$ cat src/rtl/alu_cmd_issuer.sv
// ---------------------------------------------------------------------------
// alu_cmd_issuer
//
// Command stage that sits in front of the 16-bit ALU. Commands {opcode, X, Y}
// are buffered in a DEPTH-entry FIFO. Each command is issued to the ALU with a
// one-cycle Enable pulse. The issuer then waits ALU_LAT cycles, captures
// Results/CF and returns them as a response over a valid/ready port. Only one
// command is in flight at a time, so responses come back in command order.
//
// Parameters
//   WIDTH    operand/result width
//   DEPTH    command FIFO entries (>= 2)
//   ALU_LAT  cycles after the issue cycle before Results/CF are sampled (>= 1)
//
// Ports
//   CLK, RST                  clock (rising edge), synchronous active-high reset
//   cmd_valid/cmd_ready       command handshake
//   cmd_opcode/cmd_x/cmd_y    command payload
//   alu_enable/x/y/opcode     registered drive to the ALU
//   alu_results/alu_cf        ALU outputs, sampled at the end of the wait
//   rsp_valid/rsp_ready       response handshake
//   rsp_result/rsp_cf         captured response payload
//   busy                      command in flight or queued
//   fifo_count                number of queued commands
// ---------------------------------------------------------------------------
module alu_cmd_issuer #(
  parameter int WIDTH   = 16,
  parameter int DEPTH   = 4,
  parameter int ALU_LAT = 1
) (
  input  logic                       CLK,
  input  logic                       RST,
  input  logic                       cmd_valid,
  output logic                       cmd_ready,
  input  logic [2:0]                 cmd_opcode,
  input  logic [WIDTH-1:0]           cmd_x,
  input  logic [WIDTH-1:0]           cmd_y,
  output logic                       alu_enable,
  output logic [WIDTH-1:0]           alu_x,
  output logic [WIDTH-1:0]           alu_y,
  output logic [2:0]                 alu_opcode,
  input  logic [WIDTH-1:0]           alu_results,
  input  logic                       alu_cf,
  output logic                       rsp_valid,
  input  logic                       rsp_ready,
  output logic [WIDTH-1:0]           rsp_result,
  output logic                       rsp_cf,
  output logic                       busy,
  output logic [$clog2(DEPTH+1)-1:0] fifo_count
);

  localparam int AW   = $clog2(DEPTH);
  localparam int CNTW = $clog2(DEPTH+1);
  localparam int LW   = $clog2(ALU_LAT+1);

  typedef enum logic [1:0] {
    IDLE,
    ISSUE,
    WAIT,
    DONE
  } state_t;

  typedef struct packed {
    logic [2:0]       opcode;
    logic [WIDTH-1:0] x;
    logic [WIDTH-1:0] y;
  } cmd_t;

  state_t           state;
  state_t           state_nxt;
  cmd_t             mem [DEPTH];
  cmd_t             head;
  logic [AW-1:0]    wr_ptr;
  logic [AW-1:0]    rd_ptr;
  logic [LW-1:0]    wait_cnt;
  logic             empty;
  logic             full;
  logic             push;
  logic             pop;
  logic             capture;

  function automatic logic [AW-1:0] next_ptr(input logic [AW-1:0] p);
    return (p == AW'(DEPTH-1)) ? '0 : p + 1'b1;
  endfunction

  assign head = mem[rd_ptr];

  // -------------------------------------------------------------------------
  // FSM: state register
  // -------------------------------------------------------------------------
  always_ff @(posedge CLK) begin
    if (RST) state <= IDLE;
    else     state <= state_nxt;
  end

  // -------------------------------------------------------------------------
  // FSM: next-state logic
  // -------------------------------------------------------------------------
  // NOTE: every variable assigned in a combinational block gets a default at
  // the top so no path leaves it unassigned, which would infer a latch.
  always_comb begin
    state_nxt = state;
    case (state)
      IDLE:  if (!empty) state_nxt = ISSUE;
      ISSUE: state_nxt = WAIT;
      WAIT:  if (wait_cnt == LW'(1)) state_nxt = DONE;
      DONE:  if (rsp_ready) state_nxt = empty ? IDLE : ISSUE;
      default: state_nxt = IDLE;
    endcase
  end

  // -------------------------------------------------------------------------
  // FSM: outputs and strobes
  // -------------------------------------------------------------------------
  always_comb begin
    empty   = (fifo_count == '0);
    full    = (fifo_count == CNTW'(DEPTH));
    pop     = 1'b0;
    capture = 1'b0;
    busy    = !empty;
    case (state)
      IDLE:  pop = !empty;
      ISSUE: busy = 1'b1;
      WAIT: begin
        busy    = 1'b1;
        capture = (wait_cnt == LW'(1));
      end
      DONE: begin
        busy = 1'b1;
        pop  = rsp_ready && !empty;
      end
      default: ;
    endcase
    // A pop in the same cycle frees the head slot, so a full FIFO can still
    // accept when the response is being handed off.
    cmd_ready = !RST && (!full || pop);
    push      = cmd_valid && cmd_ready;
  end

  // -------------------------------------------------------------------------
  // Command FIFO
  // -------------------------------------------------------------------------
  // NOTE: the storage array has no reset; only pointers and the count do.
  // Stale entries are never read because the count gates every pop.
  always_ff @(posedge CLK) begin
    if (push) mem[wr_ptr] <= {cmd_opcode, cmd_x, cmd_y};
  end

  // NOTE: sequential state uses non-blocking assignments so every register
  // samples pre-edge values regardless of statement order.
  always_ff @(posedge CLK) begin
    if (RST) begin
      wr_ptr     <= '0;
      rd_ptr     <= '0;
      fifo_count <= '0;
    end else begin
      if (push) wr_ptr <= next_ptr(wr_ptr);
      if (pop)  rd_ptr <= next_ptr(rd_ptr);
      case ({push, pop})
        2'b10:   fifo_count <= fifo_count + 1'b1;
        2'b01:   fifo_count <= fifo_count - 1'b1;
        default: ;
      endcase
    end
  end

  // -------------------------------------------------------------------------
  // ALU drive, wait counter and response capture
  // -------------------------------------------------------------------------
  always_ff @(posedge CLK) begin
    if (RST) begin
      alu_enable <= 1'b0;
      alu_x      <= '0;
      alu_y      <= '0;
      alu_opcode <= '0;
      wait_cnt   <= '0;
      rsp_valid  <= 1'b0;
      rsp_result <= '0;
      rsp_cf     <= 1'b0;
    end else begin
      // Every pop leads into a single ISSUE cycle, so registering the pop
      // gives exactly one Enable pulse. NOP never enables the ALU.
      alu_enable <= pop && (head.opcode != 3'b000);
      if (pop) begin
        alu_x      <= head.x;
        alu_y      <= head.y;
        alu_opcode <= head.opcode;
      end

      if (state == ISSUE)
        wait_cnt <= LW'(ALU_LAT);
      else if (state == WAIT && wait_cnt != '0)
        wait_cnt <= wait_cnt - 1'b1;

      if (capture) begin
        rsp_valid  <= 1'b1;
        rsp_result <= (alu_opcode == 3'b000) ? '0 : alu_results;
        rsp_cf     <= (alu_opcode == 3'b000) ? 1'b0 : alu_cf;
      end else if (rsp_valid && rsp_ready) begin
        rsp_valid <= 1'b0;
      end
    end
  end

endmodule

$ cat config.mk
export PLATFORM = sky130hd
export DESIGN_NAME = alu_cmd_issuer
export DESIGN_NICKNAME = d
export VERILOG_FILES = /design/src/rtl/alu_cmd_issuer.sv
export SDC_FILE = /design/constraint.sdc
export NUM_CORES = 1
export LEC_CHECK = 0
export ABC_AREA = 0
export CORE_UTILIZATION = 28
export CTS_CLUSTER_SIZE = 25
export DETAILED_ROUTE_END_ITERATION = 8
export GPL_ROUTABILITY_DRIVEN = 0
export HOLD_SLACK_MARGIN = 0.12
export REMOVE_ABC_BUFFERS = 1
export SLEW_MARGIN = 10
export SYNTH_ARGS = -nofsm -noshare
export SYNTH_HDL_FRONTEND = slang
export SYNTH_SLANG_ARGS = --single-unit
$ cat constraint.sdc
create_clock -name CLK -period 3.3 [get_ports CLK]
set_clock_uncertainty 0.1 [all_clocks]
set_input_delay 0.825 -clock CLK [delete_from_list [all_inputs] [get_ports CLK]]
set_output_delay 0.825 -clock CLK [all_outputs]
set_load 0.01 [all_outputs]
==> metrics.md, run 1 <==
| Metric | Value |
|---|---|
| Nets@finish | `676` |
| Detailed Place HPWL | `9976 um` |
| DRC errors left | `0` |
| Port bufs | `114` |
| Die Wd | `166.8 um` |
| WL final | `16,040 um` |
| Mapped Avg Cell Area | `~16 um^2` |
| Drt via density | `4.559` |
| CP arrival | `2100 ps` |
| Worst Reg-to-Reg Cells | `13` |
| Area leader, netlist | `edfxtp_1` |
| Hold depth | `2` |
| Seq/Total Area, Yosys | `72.67%` |
| First DRT Iteration DRCs | `280` |
| Slowest cell on crit path | `clkdlybuf4s50_1` |
| ANT cells | `0` |
| Worst Setup SP | `rsp_ready` |
| Hold_sp | `alu_y[2]` |
| Fin worst setup slack | `275.3 ps` |
| Multi-input gate area | `0.001902 mm^2` |
| First-pass GRT wire length | `around 25,000 um` |
| Synth Instances | `480` |
| # resized after CTS | `1` |
| Clock H-tree levels | `1` |
| Num CTS Buffers | `23` |
| Clock Power Share | `32.8%` |
| CTS root buffer | `clkbuf_16` |
| Layout area overhead | `30.36%` |
| Post-CTS setup buffer count | `0` |
| PwrDens | `741.5 mW/mm^2` |
| FF-to-FF Start | `state[0]` |
| Num rows | `59` |
| Crit-path cells | `clkdlybuf4s50_1 -> a21oi_1 -> o2111a_1 -> nor2_1 -> dlygate4sd2_1` |
| Filler cells | `2,444` |
| Crit path max fanout | `3` |
| Largest net degree at the start of global routing | `53` |
| Hold/Removal Path Class | `register to register` |
| Final hold violations | `0` |
| Ys Warns | `0` |
| Hold_buf cts | `0` |
| Detailed Routing Iterations Pass 1 | `6` |
| Clock latency on the worst-skew pair | `between 400 and 500 ps` |
| Critical Path Sink Type | `output port` |
| Status | `complete, no violations` |
| Yosys reg bits | `approximately 210` |
| Pre-CTS setup slack | `-105.3 ps` |
| Count leader, synth | `edfxtp_1` |
| Vias in the first global route | `4,666` |
| Clock transition at path regs | `50 ps` |
| Worst Tran Pin Value | `816.4 ps` |
| Gate power share | `22.6%` |
| Final ANT Viol Nets | `0` |
| Final setup vio count | `0` |
| Top cells by area, synth | `edfxtp_1 (55%), dfxtp_1 (17%), mux4_2 (10%)` |
| Overflow after GRT | `0` |
| Hold Path End | `alu_y[2]` |
| Share of layout cells above drive strength 1 | `15.38%` |
| Peak supply drop | `0.3408 mV` |
| CTS tree | `done` |
| Via count | `4,372` |
| Max incr delay on CP | `500 ps` |
| Fin. max-slew vios | `0` |
| CP startpoint kind | `primary input` |
| Flop pwr share | `44.6%` |
| Worst reg2reg endpoint | `fifo_count[2]` |
| Die Height | `166.8 um` |
| Synth Cell Area | `0.007604 mm^2` |
| Max_cap viols | `0` |
| Top post-synthesis cells by count | `edfxtp_1 (140), nand2_1 (75), dfxtp_1 (66), a21oi_1 (43), mux4_2 (35)` |
| Fin Hold WS | `between 300 and 400 ps` |
| Initial Utilization | `28.85%` |
| Leak pwr | `3.217 nW` |
| Tmin final | `3025 ps` |
| RSZ-0062 raised after global routing | `no` |
| Sequential cell area | `around 0.0055 mm^2` |
| Top FF cell, synth | `edfxtp_1` |
| Core Region | `0.02635 mm^2` |
| Wire per inst | `16.73 um` |
| Antenna violations before repair | `0` |
| Unique cell type count in the Yosys netlist | `35` |
| Tcrit/Tclk final | `about nine tenths` |
| Flop-to-flop setup slack | `about 400 ps` |
| Relative slew margins | `between 40 and 50%` |
| Switching pwr | `0.002026 W` |
| Top cell family by delay on the critical path | `buffers and inverters` |
| Async S/R FF share, synth | `0%` |
| Fmax achieved | `around 330 MHz` |
| Yosys top cell area share | `55.29%` |
| Die ar. | `~0.028 mm^2` |
| Critical path class | `primary input to output port` |
| CTS sink count | `~210` |
| Number of enable flip-flop cells after synthesis | `140` |
| IO Count | `115` |
| Cell internal pwr | `0.005324 W` |
| Clk buf depth | `3` |
| Bufs and invs on worst path | `2` |
| Switch share | `27.56%` |
| Total Routing Usage GR | `11.60%` |
| CP required | `2370 ps` |
-- routing by layer --
metal / vias to the layer above / global-route usage, % / part of all wire (%)
met5: - / 0 / 0
met4: 0 / 2.536 / 2.0
met3: 29 / 2.899 / 5.4
met2: 120 / 20.59 / 50
met1: 2168 / 14.17 / 42
li1: 2055 / - / -
-- flip-flops by register name, summed over array words and instances (netlist names), named ones only --
signal and flops:
wr_ptr 2, rd_ptr 2, state 2, mem 140, alu_opcode 3, fifo_count 3, wait_cnt 1, rsp_valid 1
alu_enable 1, rsp_result 16, rsp_cf 1, alu_x 16, alu_y 16
-- metrics by stage --
stage	area (um^2)	TNS, ps	utilization [%]	power (W)	std cells
after floorplan	7460	-267.3	-	0.004181	454
after global placement	9189	-8.982	34.87	0.004981	918
after detailed placement	9189	-110.4	34.87	0.005037	918
after CTS	9912	0	37.61	0.007481	959
after global routing	9912	0	37.61	0.007741	959
final	9912	0	37.61	0.007350	959
-- power groups by stage --
| stage | clock network [W] | logic, W | registers, W |
|---|---|---|---|
| 2_1_floorplan | 0 | 0.000830 | 0.00335 |
| 3_3_place_gp | 0 | 0.00166 | 0.00333 |
| 6_report | 0.00241 | 0.00166 | 0.00328 |
| 5_1_grt | 0.00260 | 0.00182 | 0.00333 |
| 3_5_place_dp | 0 | 0.00169 | 0.00335 |
| 4_1_cts | 0.00249 | 0.00170 | 0.00329 |
-- layout by cell type (no fill, tap or decap), types with 2 or more instances in the layout --
cell and count:
a21oi_1 43, a22oi_1 17, and2_2 4, buf_12 4, buf_4 11, clkbuf_1 6
clkbuf_16 23, clkbuf_8 4, clkdlybuf4s50_1 112, clkinv_2 6, dfxtp_1 64, edfxtp_1 140
ha_1 11, inv_1 9, mux4_2 35, nand2_1 75, nand3b_1 2, nor2_1 23
nor2b_1 3, nor3_1 4, o31ai_1 2, or3_1 3, xor2_1 2
-- worst max-delay path by stage --
stage / to / depth (start not counted)
4_1_cts: cmd_ready / 5
5_1_grt: cmd_ready / 6
6_report: cmd_ready / 5
3_5_place_dp: fifo_count[2] / 12
3_3_place_gp: fifo_count[2] / 12
2_1_floorplan: fifo_count[2] / 9
-- final cells by class --
| cell class | count | area share, % |
|---|---|---|
| tap | 335 | 4.229 |
| sequential | 206 | 55.79 |
| timing repair buffer | 129 | 13.09 |
| multi-input combinational | 238 | 19.19 |
| inverter | 10 | 0.3913 |
| clock buffer | 33 | 6.589 |
| clock inverter | 8 | 0.7195 |
-- cells by family after synthesis --
| logic type | count (synthesis) | synth area share, % |
|---|---|---|
| multiplexers | 36 | 10.50 |
| flip-flops | 206 | 72.67 |
| buffers and inverters | 36 | 2.402 |
| AO/OA/AOI/OAI | 67 | 5.282 |
| AND/OR/NAND/NOR | 121 | 6.845 |
| XOR/XNOR | 2 | 0.2304 |
| adder cells (fa/ha/maj) | 12 | 2.073 |
-- worst reg2reg max path: cells and delay by family, from the launching register on --
kind	cells	cell delay, ps
buffers and inverters	4	360
DFF	1	390
and+or+nand+nor	2	400
adders and majority gates	3	790
AOI/OAI and AO/OA	3	610
xor gates and xnor gates	1	160
Power figures use the tool's default switching activity.
==> run 2: changes to the inputs <==
--- a/config.mk
+++ b/config.mk
@@ -7,11 +7,13 @@
 export LEC_CHECK = 0
 export ABC_AREA = 0
 export CORE_UTILIZATION = 28
+export CTS_CLUSTER_DIAMETER = 100
 export CTS_CLUSTER_SIZE = 25
 export DETAILED_ROUTE_END_ITERATION = 8
 export GPL_ROUTABILITY_DRIVEN = 0
 export HOLD_SLACK_MARGIN = 0.12
 export REMOVE_ABC_BUFFERS = 1
+export SKIP_CTS_REPAIR_TIMING = 1
 export SLEW_MARGIN = 10
 export SYNTH_ARGS = -nofsm -noshare
 export SYNTH_HDL_FRONTEND = slang
==> metrics.md, run 2 (same netlist as run 1, synthesis figures left out) <==
| Metric | Value |
|---|---|
| Final ANT Viol Nets | `0 (unchanged)` |
| Commonest non-fill, non-tap cell in the layout | `edfxtp_1 (unchanged)` |
| IO Count | `115 (unchanged)` |
| Crit path max fanout | `5 (was 3)` |
| Tmin final | `2937 ps (was 3025 ps)` |
| Placed Area | `0.009189 mm^2 (unchanged)` |
| Tcrit/Tclk final | `89.01% (was 91.66%)` |
| Wire per inst | `16.99 um (was 16.73 um)` |
| Nets@finish | `665 (was 676)` |
| Port bufs | `114 (unchanged)` |
| Detailed Routing Iterations Pass 1 | `4 (was 6)` |
| Die ar. | `0.02782 mm^2 (unchanged)` |
| Hold/Removal Path Class | `register to register (unchanged)` |
| Fin. max-slew vios | `0 (unchanged)` |
| Critical Path Sink Type | `register (was output port)` |
| CTS sink count | `206 (unchanged)` |
| Clock H-tree levels | `1 (unchanged)` |
| Clock latency on the worst-skew pair | `470 ps (was 490 ps)` |
| TNS Setup | `0 ps (unchanged)` |
| Top cell family by delay on the critical path | `buffers and inverters (unchanged)` |
| First DRT Iteration DRCs | `244 (was 280)` |
| Antenna violations before repair | `0 (unchanged)` |
| Most frequent cells in the layout | `edfxtp_1 (140), clkdlybuf4s50_1 (112), nand2_1 (75), dfxtp_1 (64), a21oi_1 (43) (unchanged)` |
| Peak supply drop | `0.3821 mV (was 0.3408 mV)` |
| Max incr delay on CP | `450 ps (was 500 ps)` |
| CTS tree | `done (unchanged)` |
| Max_cap viols | `0 (unchanged)` |
| Top reg by flops | `mem (unchanged)` |
| Layout area overhead | `25.70% (was 30.36%)` |
| PwrDens | `678.7 mW/mm^2 (was 741.5 mW/mm^2)` |
| Share of layout cells above drive strength 1 | `12.77% (was 15.38%)` |
| Via count | `4,292 (was 4,372)` |
| CP required | `3590 ps (was 2370 ps)` |
| Clk buf depth | `3 (unchanged)` |
| Max reg flops | `140 (unchanged)` |
| Vias in the first global route | `4,570 (was 4,666)` |
| Num rows | `59 (unchanged)` |
| Fin worst setup slack | `362.7 ps (was 275.3 ps)` |
| CP startpoint kind | `primary input (unchanged)` |
| Relative slew margins | `45.81% (was 45.57%)` |
| ANT cells | `0 (unchanged)` |
| CP arrival | `3230 ps (was 2100 ps)` |
| Initial Utilization | `28.85% (unchanged)` |
| Crit-path cells | `clkdlybuf4s50_1 -> a21oi_1 -> o2111a_1 -> nor3b_1 -> buf_4 -> inv_1 -> ha_1 -> inv_1 -> fa_1 -> xor2_1 -> or3_1 -> a21oi_1 (was clkdlybuf4s50_1 -> a21oi_1 -> o2111a_1 -> nor2_1 -> dlygate4sd2_1)` |
| Total Routing Usage GR | `11.40% (was 11.60%)` |
| Fmax achieved | `340.4 MHz (was 330.6 MHz)` |
| Overflow after GRT | `0 (unchanged)` |
| WL final | `15,930 um (was 16,040 um)` |
| Slowest cell on crit path | `clkdlybuf4s50_1 (unchanged)` |
| Clock transition at path regs | `90 ps (was 50 ps)` |
| RSZ-0062 raised after global routing | `no (unchanged)` |
| Num CTS Buffers | `12 (was 23)` |
| Leak pwr | `3.045 nW (was 3.217 nW)` |
| Bufs and invs on worst path | `4 (was 2)` |
| Largest net degree at the start of global routing | `53 (unchanged)` |
| Drt via density | `4.576 (was 4.559)` |
| First-pass GRT wire length | `24,940 um (was 25,340 um)` |
| Final hold violations | `0 (unchanged)` |
| Final setup vio count | `0 (unchanged)` |
| Pre-CTS setup slack | `-105.3 ps (unchanged)` |
| Worst Tran Pin Value | `812.9 ps (was 816.4 ps)` |
| Core Region | `0.02635 mm^2 (unchanged)` |
| Die Wd | `166.8 um (unchanged)` |
| Die Height | `166.8 um (unchanged)` |
| DRC errors left | `0 (unchanged)` |
| Detailed Place HPWL | `9976 um (unchanged)` |
| CTS root buffer | `clkbuf_16 (unchanged)` |
| Critical path class | `primary input to register (was primary input to output port)` |
| Status | `complete, no violations (unchanged)` |
| Final Power | `0.006487 W (was 0.007350 W)` |
| Fin area | `0.009558 mm^2 (was 0.009912 mm^2)` |
## run 2: worst reg2reg max path, delay by kind of cell, from the launching register on
family | cells | cell delay [ps]
compound gates | 3 | 610
xor+xnor | 1 | 160
fa+ha+maj | 3 | 790
buf+inv | 4 | 360
flops | 1 | 410
simple gates | 2 | 400
## run 2: metal layers
layer	GRT usage (%)	wire, um	vias up	share of wire, %
met5	0	0	-	0
met4	2.496	321	0	2.0
met3	2.139	675	23	4.2
met2	20.68	8054	106	51
met1	14.02	6881	2145	43
li1	-	-	2018	-
## run 2: worst paths after layout
check            start             to  slack [ps]  depth (start not counted)
max          rsp_ready  fifo_count[2]         360                         12
min          alu_x[10]      alu_x[10]         360                          2
max reg2reg   state[0]  fifo_count[2]         390                         13
min reg2reg  alu_x[10]      alu_x[10]         360                          2
## run 2: stage by stage
stage | utilization, % | hold WS, ps | cells
after floorplan | - | 346.7 | 454
after global placement | 34.87 | 343.4 | 918
after detailed placement | 34.87 | 346.6 | 918
after CTS | 36.26 | 360.0 | 938
after global routing | 36.27 | 378.7 | 938
final | 36.27 | 359.6 | 938
## run 2: layout make-up
type / instances / area (um^2)
Clock buffer: 17 / 340.3
Timing Repair Buffer: 129 / 1301
Tap cell: 335 / 419.2
Clock inverter: 3 / 26.28
Multi-Input combinational cell: 238 / 1902
Inverter: 10 / 38.79
Fill cell: 2473 / 16800
Sequential cell: 206 / 5530
## run 2: where the power goes
group / switching, W / internal (W) / total, W / leakage (nW)
clock: 0.000819 / 0.000741 / 0.00156 / 0.178
combinational: 0.000820 / 0.000840 / 0.00166 / 1.06
sequential: 0.000240 / 0.00303 / 0.00327 / 1.81
total: 0.00188 / 0.00461 / 0.00649 / 3.05
